$ cat config.mk
export PLATFORM = sky130hd
export DESIGN_NAME = inv_mix_columns_seq
export DESIGN_NICKNAME = d
export VERILOG_FILES = /design/src/rtl/inv_mix_columns_seq.sv
export SDC_FILE = /design/constraint.sdc
export NUM_CORES = 1
export LEC_CHECK = 0
export BUFFER_PORTS_ARGS = -buffer_cell sky130_fd_sc_hd__buf_2
export CAP_MARGIN = 30
export CORE_MARGIN = 8
export CORE_UTILIZATION = 55
export DETAILED_ROUTE_END_ITERATION = 10
export PLACE_DENSITY = 0.84
export SLEW_MARGIN = 20
export SYNTH_ARGS = -nofsm -noshare
export SYNTH_HDL_FRONTEND = slang
export SYNTH_SLANG_ARGS = --single-unit
$ cat constraint.sdc
create_clock -name clk -period 8.6 [get_ports clk]
set_clock_uncertainty 0.2 [all_clocks]
set_input_delay 0.86 -clock clk [delete_from_list [all_inputs] [get_ports clk]]
set_output_delay 0.86 -clock clk [all_outputs]
set_load 0.01 [all_outputs]
$ cat src/rtl/inv_mix_columns_seq.sv
// Iterative AES InvMixColumns: captures a 128-bit state, transforms one column per clock.
// Define INV_MIX_FWD_EN to add a 'mode' port selecting forward MixColumns (mode=1).
module inv_mix_columns_seq #(
    parameter int NUM_COLS = 4,
    parameter int COL_W    = 32
) (
    input  logic                      clk,
    input  logic                      rst,
    input  logic                      in_valid,
    output logic                      in_ready,
    input  logic [NUM_COLS*COL_W-1:0] state_in,
    output logic                      out_valid,
    input  logic                      out_ready,
    output logic [NUM_COLS*COL_W-1:0] state_out,
    output logic                      busy
`ifdef INV_MIX_FWD_EN
    ,
    input  logic                      mode
`endif
);

    localparam int CNT_W = $clog2(NUM_COLS);
    localparam int ST_W  = NUM_COLS * COL_W;

    generate
        if (NUM_COLS != 4 || COL_W != 32) begin : g_bad_param
            $error("inv_mix_columns_seq supports only NUM_COLS=4, COL_W=32");
        end
    endgenerate

    typedef enum logic [1:0] {
        IDLE = 2'd0,
        BUSY = 2'd1,
        DONE = 2'd2
    } state_t;

    state_t             state_q;
    logic [CNT_W-1:0]   col_cnt_q;
    logic [ST_W-1:0]    work_q;
    logic [ST_W-1:0]    work_d;
    logic [COL_W-1:0]   cur_col;
    logic [COL_W-1:0]   col_d;
    logic               in_ready_q;
    logic               out_valid_q;
    logic               busy_q;
`ifdef INV_MIX_FWD_EN
    logic               mode_q;
`endif

    // GF(2^8) doubling modulo x^8+x^4+x^3+x+1; every product stays 8 bits wide.
    function automatic logic [7:0] xtime(input logic [7:0] b);
        return {b[6:0], 1'b0} ^ (b[7] ? 8'h1b : 8'h00);
    endfunction

    function automatic logic [7:0] mul09(input logic [7:0] b);
        logic [7:0] x2, x4, x8;
        x2 = xtime(b);
        x4 = xtime(x2);
        x8 = xtime(x4);
        return x8 ^ b;
    endfunction

    function automatic logic [7:0] mul0b(input logic [7:0] b);
        logic [7:0] x2, x4, x8;
        x2 = xtime(b);
        x4 = xtime(x2);
        x8 = xtime(x4);
        return x8 ^ x2 ^ b;
    endfunction

    function automatic logic [7:0] mul0d(input logic [7:0] b);
        logic [7:0] x2, x4, x8;
        x2 = xtime(b);
        x4 = xtime(x2);
        x8 = xtime(x4);
        return x8 ^ x4 ^ b;
    endfunction

    function automatic logic [7:0] mul0e(input logic [7:0] b);
        logic [7:0] x2, x4, x8;
        x2 = xtime(b);
        x4 = xtime(x2);
        x8 = xtime(x4);
        return x8 ^ x4 ^ x2;
    endfunction

    function automatic logic [COL_W-1:0] inv_col(input logic [COL_W-1:0] c);
        logic [7:0] a0, a1, a2, a3, b0, b1, b2, b3;
        a0 = c[7:0];
        a1 = c[15:8];
        a2 = c[23:16];
        a3 = c[31:24];
        b0 = mul0e(a0) ^ mul0b(a1) ^ mul0d(a2) ^ mul09(a3);
        b1 = mul09(a0) ^ mul0e(a1) ^ mul0b(a2) ^ mul0d(a3);
        b2 = mul0d(a0) ^ mul09(a1) ^ mul0e(a2) ^ mul0b(a3);
        b3 = mul0b(a0) ^ mul0d(a1) ^ mul09(a2) ^ mul0e(a3);
        return {b3, b2, b1, b0};
    endfunction

`ifdef INV_MIX_FWD_EN
    function automatic logic [COL_W-1:0] fwd_col(input logic [COL_W-1:0] c);
        logic [7:0] a0, a1, a2, a3, b0, b1, b2, b3;
        a0 = c[7:0];
        a1 = c[15:8];
        a2 = c[23:16];
        a3 = c[31:24];
        b0 = xtime(a0) ^ (xtime(a1) ^ a1) ^ a2 ^ a3;
        b1 = a0 ^ xtime(a1) ^ (xtime(a2) ^ a2) ^ a3;
        b2 = a0 ^ a1 ^ xtime(a2) ^ (xtime(a3) ^ a3);
        b3 = (xtime(a0) ^ a0) ^ a1 ^ a2 ^ xtime(a3);
        return {b3, b2, b1, b0};
    endfunction
`endif

    always_comb begin
        cur_col = work_q[int'(col_cnt_q)*COL_W +: COL_W];
`ifdef INV_MIX_FWD_EN
        col_d = mode_q ? fwd_col(cur_col) : inv_col(cur_col);
`else
        col_d = inv_col(cur_col);
`endif
        work_d = work_q;
        work_d[int'(col_cnt_q)*COL_W +: COL_W] = col_d;
    end

    // Control and outputs are all registered so nothing downstream sees a combinational path.
    always_ff @(posedge clk or posedge rst) begin
        if (rst) begin
            state_q     <= IDLE;
            col_cnt_q   <= '0;
            work_q      <= '0;
            in_ready_q  <= 1'b1;
            out_valid_q <= 1'b0;
            busy_q      <= 1'b0;
`ifdef INV_MIX_FWD_EN
            mode_q      <= 1'b0;
`endif
        end else begin
            case (state_q)
                IDLE: begin
                    if (in_valid) begin
                        work_q     <= state_in;
                        col_cnt_q  <= '0;
                        state_q    <= BUSY;
                        in_ready_q <= 1'b0;
                        busy_q     <= 1'b1;
`ifdef INV_MIX_FWD_EN
                        mode_q     <= mode;
`endif
                    end
                end
                BUSY: begin
                    work_q    <= work_d;
                    col_cnt_q <= col_cnt_q + 1'b1;
                    if (col_cnt_q == CNT_W'(NUM_COLS - 1)) begin
                        state_q     <= DONE;
                        busy_q      <= 1'b0;
                        out_valid_q <= 1'b1;
                    end
                end
                DONE: begin
                    if (out_ready) begin
                        state_q     <= IDLE;
                        out_valid_q <= 1'b0;
                        in_ready_q  <= 1'b1;
                    end
                end
                default: begin
                    state_q     <= IDLE;
                    col_cnt_q   <= '0;
                    in_ready_q  <= 1'b1;
                    out_valid_q <= 1'b0;
                    busy_q      <= 1'b0;
                end
            endcase
        end
    end

    assign in_ready  = in_ready_q;
    assign out_valid = out_valid_q;
    assign busy      = busy_q;
    assign state_out = work_q;

endmodule
==> Yosys cells after proc, flatten, opt, wreduce, memory -nomap -nowiden <==
Cells that the tools add are included.
{ "word_totals": {"ff_bits": 135, "in_bits": 132, "output_inout_bits": 131, "elab_cells": 106} }
{ "op_classes": {"n_addsub": 2, "eq_ne": 6, "shifts": 3, "mux": 30, "bitwise_logic": 51, "n_reduce_logical": 8} }
{ "op_table": {"columns": ["cell", "n"], "rows": [
  ["$xor 8x8->8", 37],
  ["$pmux 128 s2", 1],
  ["$bwmux 128", 1],
  ["$mux 128", 1],
  ["$shift 32x33->128 const A", 1],
  ["$shiftx 128x8->32", 1],
  ["$shiftx 32x33->128", 1],
  ["$xor 8x5->8", 11],
  ["$mux 5", 12],
  ["$neg 7->33", 1],
  ["$pmux 2 s3", 2],
  ["$reduce_and 3->1", 4],
  ["$pmux 1 s3", 3],
  ["$mux 2", 4],
  ["$mux 1", 6],
  ["$ne 2x2->1 const B", 3],
  ["$eq 2x2->1 const B", 2],
  ["$reduce_and 2->1", 2],
  ["$not 1->1", 3],
  ["$add 2x1->2 const B", 1],
  ["$eq 2x1->1 const B", 1],
  ["$logic_not 2->1", 1],
  ["$reduce_bool 2->1", 1]
]} }

==> Longest topological paths before layout <==
Gate-level depths: netlist of the first run.
{ "logic_depth": {"ltp_word": 15, "mapped_depth": 11, "mapped_depth_nobuf": 7} }

==> Worst setup path before layout of the first run <==
OpenSTA, ideal clock, no wires.
{ "synth_timing": {"path_type": "register to register", "startpoint": "reg col_cnt_q[0]", "endpoint": "reg work_q[11] (netlist: state_out[11])", "setup_ns": 0.127, "t_arrival_ns": 2.997, "t_required_ns": 8.273, "setup_slack_ns": 5.276, "stages_incl_launch_ff": 11, "n_path_buf": 3, "synth_period_minus_slack_ns": 3.324, "path_cell_list": "dfrtp_1 > buf_6 > buf_12 > mux4_2 > buf_4 > xnor3_1 > xnor2_1 > xnor3_1 > xor2_1 > a221oi_1 > nor2_1"} }
{ "synth_via": {"elab_chain_len": 13, "elab_cells_between_ends": 66} }
{ "synth_rtl": {"columns": ["item", "line", "text"], "rows": [
  ["start: declaration", "38", "logic [CNT_W-1:0] col_cnt_q;"],
  ["start signal: assignment", "154", "col_cnt_q <= col_cnt_q + 1'b1;"],
  ["$shiftx 128x8->32", "116", "cur_col = work_q[int'(col_cnt_q)*COL_W +: COL_W];"],
  ["$xor 8x5->8 / $mux 5 (equally long branches) (2 in series)", "52", "return {b[6:0], 1'b0} ^ (b[7] ? 8'h1b : 8'h00);"],
  ["$mux 5 / $xor 8x5->8 (equally long branches)", "52", null],
  ["$xor 8x5->8 / $xor 8x8->8 (equally long branches)", "52", null],
  ["$xor 8x8->8 (on tied branches)", "76, 84, 68", null],
  ["$xor 8x8->8 (on tied branches)", "84, 68, 76", null],
  ["$xor 8x8->8 (on tied branches) (3 in series)", null, null],
  ["$shiftx 32x33->128", "123", "work_d[int'(col_cnt_q)*COL_W +: COL_W] = col_d;"],
  ["$bwmux 128 (*)", "123", null],
  ["$pmux 128 s2 (*)", "139", "case (state_q)"],
  ["end signal: assignment", "142", "work_q <= state_in;"],
  ["end signal: assignment", "153", "work_q <= work_d;"],
  ["end: declaration", "39", "logic [ST_W-1:0] work_q;"]
]} }
Mark *: on every way between the ends. The rest lies on a longest branch, timed or not.
A chain may end at the register's enable or synchronous reset.

==> Final worst setup path of the first run <==
{ "layout_timing": {"startpoint": "reg col_cnt_q[0]", "endpoint": "reg work_q[5] (netlist: state_out[5])"} }
The elaborated chain is that of the path after synthesis.

==> results of run 1 <==
## layout make-up
cell class | instances | area [sq um]
clock buffers | 23 | 478
clock inverters | 8 | 97.6
fillers | 1253 | 5250
inverters | 3 | 16.3
multi-input cells | 648 | 5420
flip-flops and latches | 135 | 3380
well taps | 220 | 275
repair buffers | 275 | 1430
## Yosys cell counts, types with 21 or more instances
cell type,count,area (sq um)
nor2_1,147,552
a21oi_1,100,500
mux4_2,31,698
a2bb2oi_1,22,193
xnor3_1,26,586
xor2_1,36,315
a221oi_1,21,184
xnor2_1,94,823
a22oi_1,72,541
clkbuf_1,48,180
dfrtp_1,134,3350
nand2_1,24,90.1
## worst register-to-register path: stages, from the launching register on
cell	delay (ns)
dfrtp_2	0.68
buf_4	0.50
mux4_1	0.86
xnor2_2	0.35
xor3_2	0.47
xor2_1	0.33
xnor3_1	0.56
a221oi_2	0.28
nor2_1	0.07
## layer usage
layer / track usage, % / vias to the layer above / wire (um)
met5: 0 / - / 0
met4: 14.9 / 0 / 1500
met3: 8.42 / 123 / 3550
met2: 51.6 / 680 / 16000
met1: 39.1 / 4006 / 11800
li1: - / 3531 / -
## cell families after synthesis
kind of cell             after synthesis  share of synthesized area (%)
AO/OA/AOI/OAI                        245                           17.8
AND/OR/NAND/NOR                      186                           8.16
XOR/XNOR                             181                           24.4
flip-flops                           135                           37.2
buffers and inverters                 75                           3.96
multiplexers                          32                           7.96
adder cells (fa/ha/maj)                4                          0.550
## through the flow
stage	setup WS, ns	cells	instance area, sq um	hold WS [ns]	util, %
after floorplan	3.93	858	9100	0.328	-
after global placement	4.27	1280	10500	0.287	64.2
after detailed placement	4.17	1281	10500	0.292	64.4
after CTS	4.16	1312	11100	0.304	67.9
after global routing	3.94	1312	11100	0.350	67.9
final	4.18	1312	11100	0.308	67.9
## state kept, by name (all words and copies together) (netlist names)
name	cells
busy	1
col_cnt_q	2
in_ready	1
state_q	2
out_valid	1
state_out	128
## path summary, 6_finish.rpt
kind / endpoint / cells past startpoint / startpoint
min: state_out[24] / 2 / state_out[24]
max in group asynchronous: col_cnt_q[0] / 3 / rst
min reg2reg: state_out[24] / 2 / state_out[24]
min in group asynchronous: state_out[105] / 2 / rst
max reg2reg: state_out[5] / 8 / col_cnt_q[0]
max: state_out[5] / 8 / col_cnt_q[0]
==> impl_metrics.env, run 1 <==
export IMPL_result_of_the_run="finished clean"
export IMPL_max_cap_violations=0
export IMPL_wirelength_um=32800
export IMPL_area_growth_syn_to_layout_pct=22.0
export IMPL_timing_final_crit_period_ns=4.42
export IMPL_grt_max_degree=85
export IMPL_cts_tree="built"
export IMPL_fp_dieW_um=145
export IMPL_wl_per_cell_um=25.0
export IMPL_ctsLongestPathBuffers=2
export IMPL_setup_viol=0
export IMPL_max_freq_ghz=0.226
export IMPL_totalNegativeSetupSlack_ns=0
export IMPL_cts_setup_buffers=0
export IMPL_mostFrequentLayoutCell="buf_2"
export IMPL_worstSetupEndpointType="flop"
export IMPL_overflow=0
export IMPL_cp_buffers_inverters=1
export IMPL_finalMaxSlewViolations=0
export IMPL_min_path_type="reg -> reg"
export IMPL_cp_cell_sequence="buf_4 > mux4_1 > xnor2_2 > xor3_2 > xor2_1 > xnor3_1 > a221oi_2 > nor2_1"
export IMPL_number_of_vias_per_cell=6.36
export IMPL_cp_start_kind="flop"
export IMPL_place_congestion=1.05
export IMPL_dr_first_iter_drc_count=1094
export IMPL_synthesis_instances=858
export IMPL_postSynthRegisterBits=135
export IMPL_chipHeight_um=145
export IMPL_setup_reg_to_reg_worst_slack_ns=4.18
export IMPL_die_area_sq_um=20900
export IMPL_total_global_routing_track_utilization_pct=31.8
export IMPL_syn_area_sq_um=9100
export IMPL_rows=47
export IMPL_grt_antenna_before_repair=0
export IMPL_drc=0
export IMPL_syn_nets=994
export IMPL_critPathArrivalTime_ns=4.52
export IMPL_critPathTopFamily="XOR/XNOR gates"
export IMPL_grt_pass1_wl_um=50100
export IMPL_mostFrequentLayoutCells="buf_2 (262), nor2_1 (147), dfrtp_1 (133), a21oi_1 (96), xnor2_1 (94)"
export IMPL_asyncSetResetFlopFracSynth_pct=100
export IMPL_grt_setup_unrepaired="false"
export IMPL_cp_max_fo=28
export IMPL_initial_utilization_pct=55.6
export IMPL_cts_sinks=135
export IMPL_clockRootBuffer="clkbuf_16"
export IMPL_yosys_warnings=0
export IMPL_syn_area_per_cell_sq_um=10.6
export IMPL_fp_coreArea_sq_um=16300
export IMPL_drt_pass1_iterations=6
export IMPL_synth_edf_count=0
export IMPL_number_of_global_route_vias_before_repair=8753
export IMPL_dominantRegCellSynth="dfrtp_1"
export IMPL_slowest_stage="mux4_1"
export IMPL_worstMarginPinSlew_ns=0.961
export IMPL_holdBufCountCts=0
export IMPL_antenna_cells_inserted=0
export IMPL_design_portCount=263
export IMPL_htree_num_levels=4
export IMPL_hold_violations=0
export IMPL_seq_area_frac_synth_pct=37.2
export IMPL_final_layout_size_suffix_gt1_share_pct=33.6
export IMPL_clk_pin_slew_ns=0.06
export IMPL_worst_endpoint_required_time_ns=8.70
export IMPL_synth_lib_cells_used_distinct=46
export IMPL_post_cts_resize_count=0
export IMPL_crit_path_max_incr_delay_ns=0.84
export IMPL_cts_inserted_buffers=17
export IMPL_slew_headroom_pct=35.9
export IMPL_place_hpwl_um=24100
export IMPL_share_of_the_clock_period_used_by_the_worst_path_pct=51.4
export IMPL_dr_vias=8340
export IMPL_route_antenna_remaining_nets=0
export IMPL_timing_setup_critical_path_class="reg -> reg"
export IMPL_io_buffer_count=262
export IMPL_number_of_nets_in_the_layout=1216
export IMPL_insertion_delay_ns=0.43
Power of run 1 is not shown: default switching activity piles up to over one toggle a cycle in this logic, so the estimate is an artifact.
==> run 2: changes to the inputs <==
CORE_UTILIZATION = 48   (was 55)
PLACE_DENSITY = 0.78   (was 0.84)
clock period = 4 ns   (was 8.6 ns; I/O delays follow)
==> impl_metrics.env, run 2 (synthesis results as in run 1) <==
export IMPL_post_route_util_pct=60.9
export IMPL_crit_path_max_incr_delay_ns=0.64
export IMPL_slew_headroom_pct=39.5
export IMPL_dr_vias=8390
export IMPL_die_area_sq_um=23600
export IMPL_grt_antenna_before_repair=1
export IMPL_cp_cell_sequence="buf_12 > mux4_2 > xnor2_2 > xnor3_1 > xor2_1 > xnor3_1 > a22oi_1 > a21oi_1"
export IMPL_result_of_the_run="finished clean"
export IMPL_critPathTopFamily="XOR/XNOR gates"
export IMPL_number_of_vias_per_cell=6.21
export IMPL_wirelength_um=34300
export IMPL_route_antenna_remaining_nets=0
export IMPL_fp_dieW_um=154
export IMPL_critPathArrivalTime_ns=3.86
export IMPL_cts_tree="built"
export IMPL_clockRootBuffer="clkbuf_16"
export IMPL_area_growth_syn_to_layout_pct=24.8
export IMPL_cp_start_kind="flop"
export IMPL_insertion_delay_ns=0.43
export IMPL_max_cap_violations=0
export IMPL_mostFrequentLayoutCell="buf_2"
export IMPL_worstMarginPinSlew_ns=0.907
export IMPL_drc=0
export IMPL_totalNegativeSetupSlack_ns=0
export IMPL_timing_setup_critical_path_class="reg -> reg"
export IMPL_overflow=0
export IMPL_max_ffs_per_register=128
export IMPL_htree_num_levels=4
export IMPL_cts_setup_buffers=0
export IMPL_chipHeight_um=154
export IMPL_finalMaxSlewViolations=0
export IMPL_io_buffer_count=262
export IMPL_place_congestion=1.02
export IMPL_design_portCount=263
export IMPL_fp_coreArea_sq_um=18600
export IMPL_dr_first_iter_drc_count=1034
export IMPL_number_of_nets_in_the_layout=1238
export IMPL_max_freq_ghz=0.264
export IMPL_worstSetupEndpointType="flop"
export IMPL_grt_pass1_wl_um=52000
export IMPL_cp_max_fo=28
export IMPL_mostFrequentLayoutCells="buf_2 (262), nor2_1 (147), dfrtp_1 (133), a21oi_1 (96), xnor2_1 (94)"
export IMPL_setup_viol=0
export IMPL_number_of_global_route_vias_before_repair=8846
export IMPL_timing_final_crit_period_ns=3.79
export IMPL_clk_pin_slew_ns=0.06
export IMPL_cts_inserted_buffers=17
export IMPL_place_hpwl_um=25500
export IMPL_share_of_the_clock_period_used_by_the_worst_path_pct=94.8
export IMPL_final_layout_size_suffix_gt1_share_pct=35.1
export IMPL_rows=50
export IMPL_path_common_cell="xnor3_1"
export IMPL_wl_per_cell_um=25.4
export IMPL_worst_endpoint_required_time_ns=4.06
export IMPL_initial_utilization_pct=48.8
export IMPL_ctsLongestPathBuffers=2
export IMPL_hold_violations=0
export IMPL_grt_setup_unrepaired="false"
export IMPL_min_path_type="in -> reg"
export IMPL_cts_sinks=135
export IMPL_slowest_stage="mux4_2"
export IMPL_total_global_routing_track_utilization_pct=28.7
export IMPL_drt_pass1_iterations=5
export IMPL_grt_max_degree=81
export IMPL_cp_buffers_inverters=1
[run 2: metal layers]
layer	vias to the layer above	GRT usage, %	routed length [um]
li1	3581	-	-
met1	4060	35.1	12600
met2	624	46.4	16600
met3	125	7.06	3390
met4	0	15.3	1740
met5	-	0	0
[run 2: worst reg2reg max path, delay by kind of cell (launching register included)]
kind                      cells  cell delay [ns]
muxes                         1             0.64
xor gates and xnor gates      4             1.63
AOI/OAI and AO/OA             2             0.34
buffers and inverters         1             0.27
DFF                           1             0.54
[run 2: area by class of cell]
type                            instances  area [sq um]
Antenna cell                            1          2.50
Sequential cell                       135          3380
Multi-Input combinational cell        648          5420
Clock inverter                         13           143
Inverter                                3          15.0
Timing Repair Buffer                  297          1650
Fill cell                            1534          7290
Clock buffer                           19           443
Tap cell                              234           293
[run 2: stage by stage]
stage | hold slack [ns] | std cells | setup slack [ns] | instance area [sq um]
after floorplan | 0.328 | 858 | 0.676 | 9100
after global placement | 0.213 | 1316 | 0.260 | 10800
after detailed placement | 0.213 | 1316 | 0.227 | 10800
after CTS | 0.0334 | 1349 | 0.191 | 11300
after global routing | 0.0458 | 1350 | 0.0503 | 11400
final | 0.0390 | 1350 | 0.209 | 11400
[run 2: final timing paths]
check,to,cells past startpoint,start,slack (ns)
setup reg to reg,state_out[126],8,col_cnt_q[0],0.21
max in group asynchronous,col_cnt_q[0],4,rst,2.39
hold reg to reg,out_valid,2,out_valid,0.31
setup / recovery,state_out[126],8,col_cnt_q[0],0.21
hold / removal,state_out[23],3,state_in[23],0.04
min in group asynchronous,state_out[82],3,rst,0.31
[run 2: timing repair]
action	CTS	global route
hold endpoints to repair	16	0
setup endpoints to repair	0	1
resized for setup	0	1
hold buffers	1	0
Power of run 2 is left out for the same reason.
==> run 3: changes to the inputs <==
CORE_UTILIZATION = 35   (was 48)
GPL_TIMING_DRIVEN = 0   (was unset)
PLACE_DENSITY = unset   (was 0.78)
==> impl_metrics.env, run 3 (synthesis results as in run 1) <==
export IMPL_setup_viol=0
export IMPL_drt_pass1_iterations=7
export IMPL_filler_cell_count=2506
export IMPL_grt_max_degree=33
export IMPL_ctsLongestPathBuffers=2
export IMPL_die_area_sq_um=31400
export IMPL_initial_utilization_pct=35.3
export IMPL_holdPathEnd="state_out[21]"
export IMPL_number_of_vias_per_cell=5.78
export IMPL_fp_dieW_um=177
export IMPL_cts_tree="built"
export IMPL_clk_pin_slew_ns=0.07
export IMPL_dr_first_iter_drc_count=772
export IMPL_total_global_routing_track_utilization_pct=25.9
export IMPL_post_place_cells=1461
export IMPL_dr_vias=8643
export IMPL_max_cap_violations=0
export IMPL_critical_r2r_launch="col_cnt_q[1]"
export IMPL_route_antenna_remaining_nets=0
export IMPL_antenna_cells_inserted=0
export IMPL_wirelength_um=41300
export IMPL_grt_pass1_wl_um=59500
export IMPL_grt_antenna_before_repair=1
export IMPL_timing_final_crit_period_ns=3.94
export IMPL_overflow=0
export IMPL_number_of_global_route_vias_before_repair=9079
export IMPL_rows=59
export IMPL_setup_reg_to_reg_worst_slack_ns=0.06
export IMPL_timing_rr_end="state_out[30]"
export IMPL_finalMaxSlewViolations=0
export IMPL_number_of_nets_in_the_layout=1283
export IMPL_drc=0
export IMPL_clockRootBuffer="clkbuf_16"
export IMPL_worst_setup_slack_post_dpl_ns=-0.419
export IMPL_max_freq_ghz=0.254
export IMPL_io_buffer_count=262
export IMPL_hold_sp="state_in[21]"
export IMPL_place_congestion=0.952
export IMPL_critPathArrivalTime_ns=4.06
export IMPL_fp_coreArea_sq_um=25800
export IMPL_min_path_type="in -> reg"
export IMPL_design_portCount=263
export IMPL_chipHeight_um=177
export IMPL_cts_setup_buffers=0
export IMPL_hold_depth=3
export IMPL_hold_violations=0
export IMPL_final_layout_size_suffix_gt1_share_pct=34.6
export IMPL_timing_setup_critical_path_class="reg -> reg"
export IMPL_worst_endpoint_required_time_ns=4.12
export IMPL_grt_setup_unrepaired="true"
export IMPL_layout_area_seq_sq_um=3380
export IMPL_worstMarginPinSlew_ns=1.05
export IMPL_share_of_the_clock_period_used_by_the_worst_path_pct=98.4
export IMPL_mostFrequentLayoutCells="buf_2 (272), nor2_1 (147), dfrtp_1 (133), a21oi_1 (100), xnor2_1 (82)"
export IMPL_result_of_the_run="finished clean"
export IMPL_cts_inserted_buffers=17
export IMPL_timing_reg2reg_worst_path_depth=9
export IMPL_max_ffs_per_register=128
export IMPL_cp_max_fo=10
export IMPL_cts_sinks=135
export IMPL_cp_start_kind="flop"
export IMPL_mostFrequentLayoutCell="buf_2"
export IMPL_multi_input_comb_area_sq_um=5510
export IMPL_slew_headroom_pct=29.7
export IMPL_insertion_delay_ns=0.44
export IMPL_wl_per_cell_um=27.6
export IMPL_non_filler_instance_count_after_layout=1495
export IMPL_place_hpwl_um=31700
export IMPL_htree_num_levels=4
export IMPL_postLayoutSetupSlackWorst_ns=0.0627
export IMPL_worstSetupEndpointType="flop"
export IMPL_area_growth_syn_to_layout_pct=29.4
==> run 3: cell count changes in the layout (fill, tap and decap cells not counted), sizes merged <==
cell and change:
diode -1, bufinv +2, inv -3, clkinv +1, clkinvlp -1, buf -3, clkbuf +49
==> run 3: what timing repair did <==
item | 4_1_cts | 5_1_grt
setup endpoints to repair | 97 | 61
endpoints found under the hold margin | 18 | 0
pin swaps | 0 | 1
resized for setup | 9 | 22
hold buffers | 1 | 0
==> run 3: metrics by stage <==
step	utilization [%]	cell area [sq um]	setup TNS (ns)	hold slack, ns
final	45.7	11800	0	0.0334
after global routing	45.7	11800	-0.0787	0.0564
after global placement	42.0	10800	-30.33	0.288
after detailed placement	42.6	11000	-15.89	0.266
after CTS	45.2	11700	0	0.0231
after floorplan	-	9100	0	0.328
==> run 3: how the worst max path moves through the flow <==
stage	end	slack [ns]	depth (start not counted)	start
6_report	state_out[30]	0.06	9	col_cnt_q[1]
5_1_grt	state_out[30]	-0.06	9	col_cnt_q[1]
4_1_cts	state_out[42]	0.02	11	col_cnt_q[1]
3_5_place_dp	state_out[35]	-0.42	10	col_cnt_q[1]
3_3_place_gp	state_out[110]	-0.69	9	col_cnt_q[1]
2_1_floorplan	state_out[11]	0.68	10	col_cnt_q[0]
==> run 3: routing by layer <==
layer  track usage (%)  routed length [um]  up-vias
met4              11.9                1700        2
met3              6.74                3550      117
met5                 0                   9        -
met1              31.4               16000     4351
li1                  -                   -     3673
met2              42.7               20100      500
==> run 3: area by class of cell <==
type                       instances  share of cell area, %
tap                              335                   3.56
sequential                       135                   28.7
inverter                           3                  0.128
clock inverter                    12                   1.48
timing repair buffer             270                   12.3
buffer                            72                   3.08
multi-input combinational        648                   46.8
clock buffer                      20                   3.88
==> run 3: critical path, stage by stage (launching register included) <==
cell and delay, ns:
dfrtp_1 0.38, buf_2 0.28, buf_2 0.44, mux4_2 0.49
xnor2_2 0.28, xnor3_1 0.42, xor2_1 0.34, xnor3_2 0.57
a221oi_1 0.33, nor2_1 0.08
Power of run 3 is left out for the same reason.
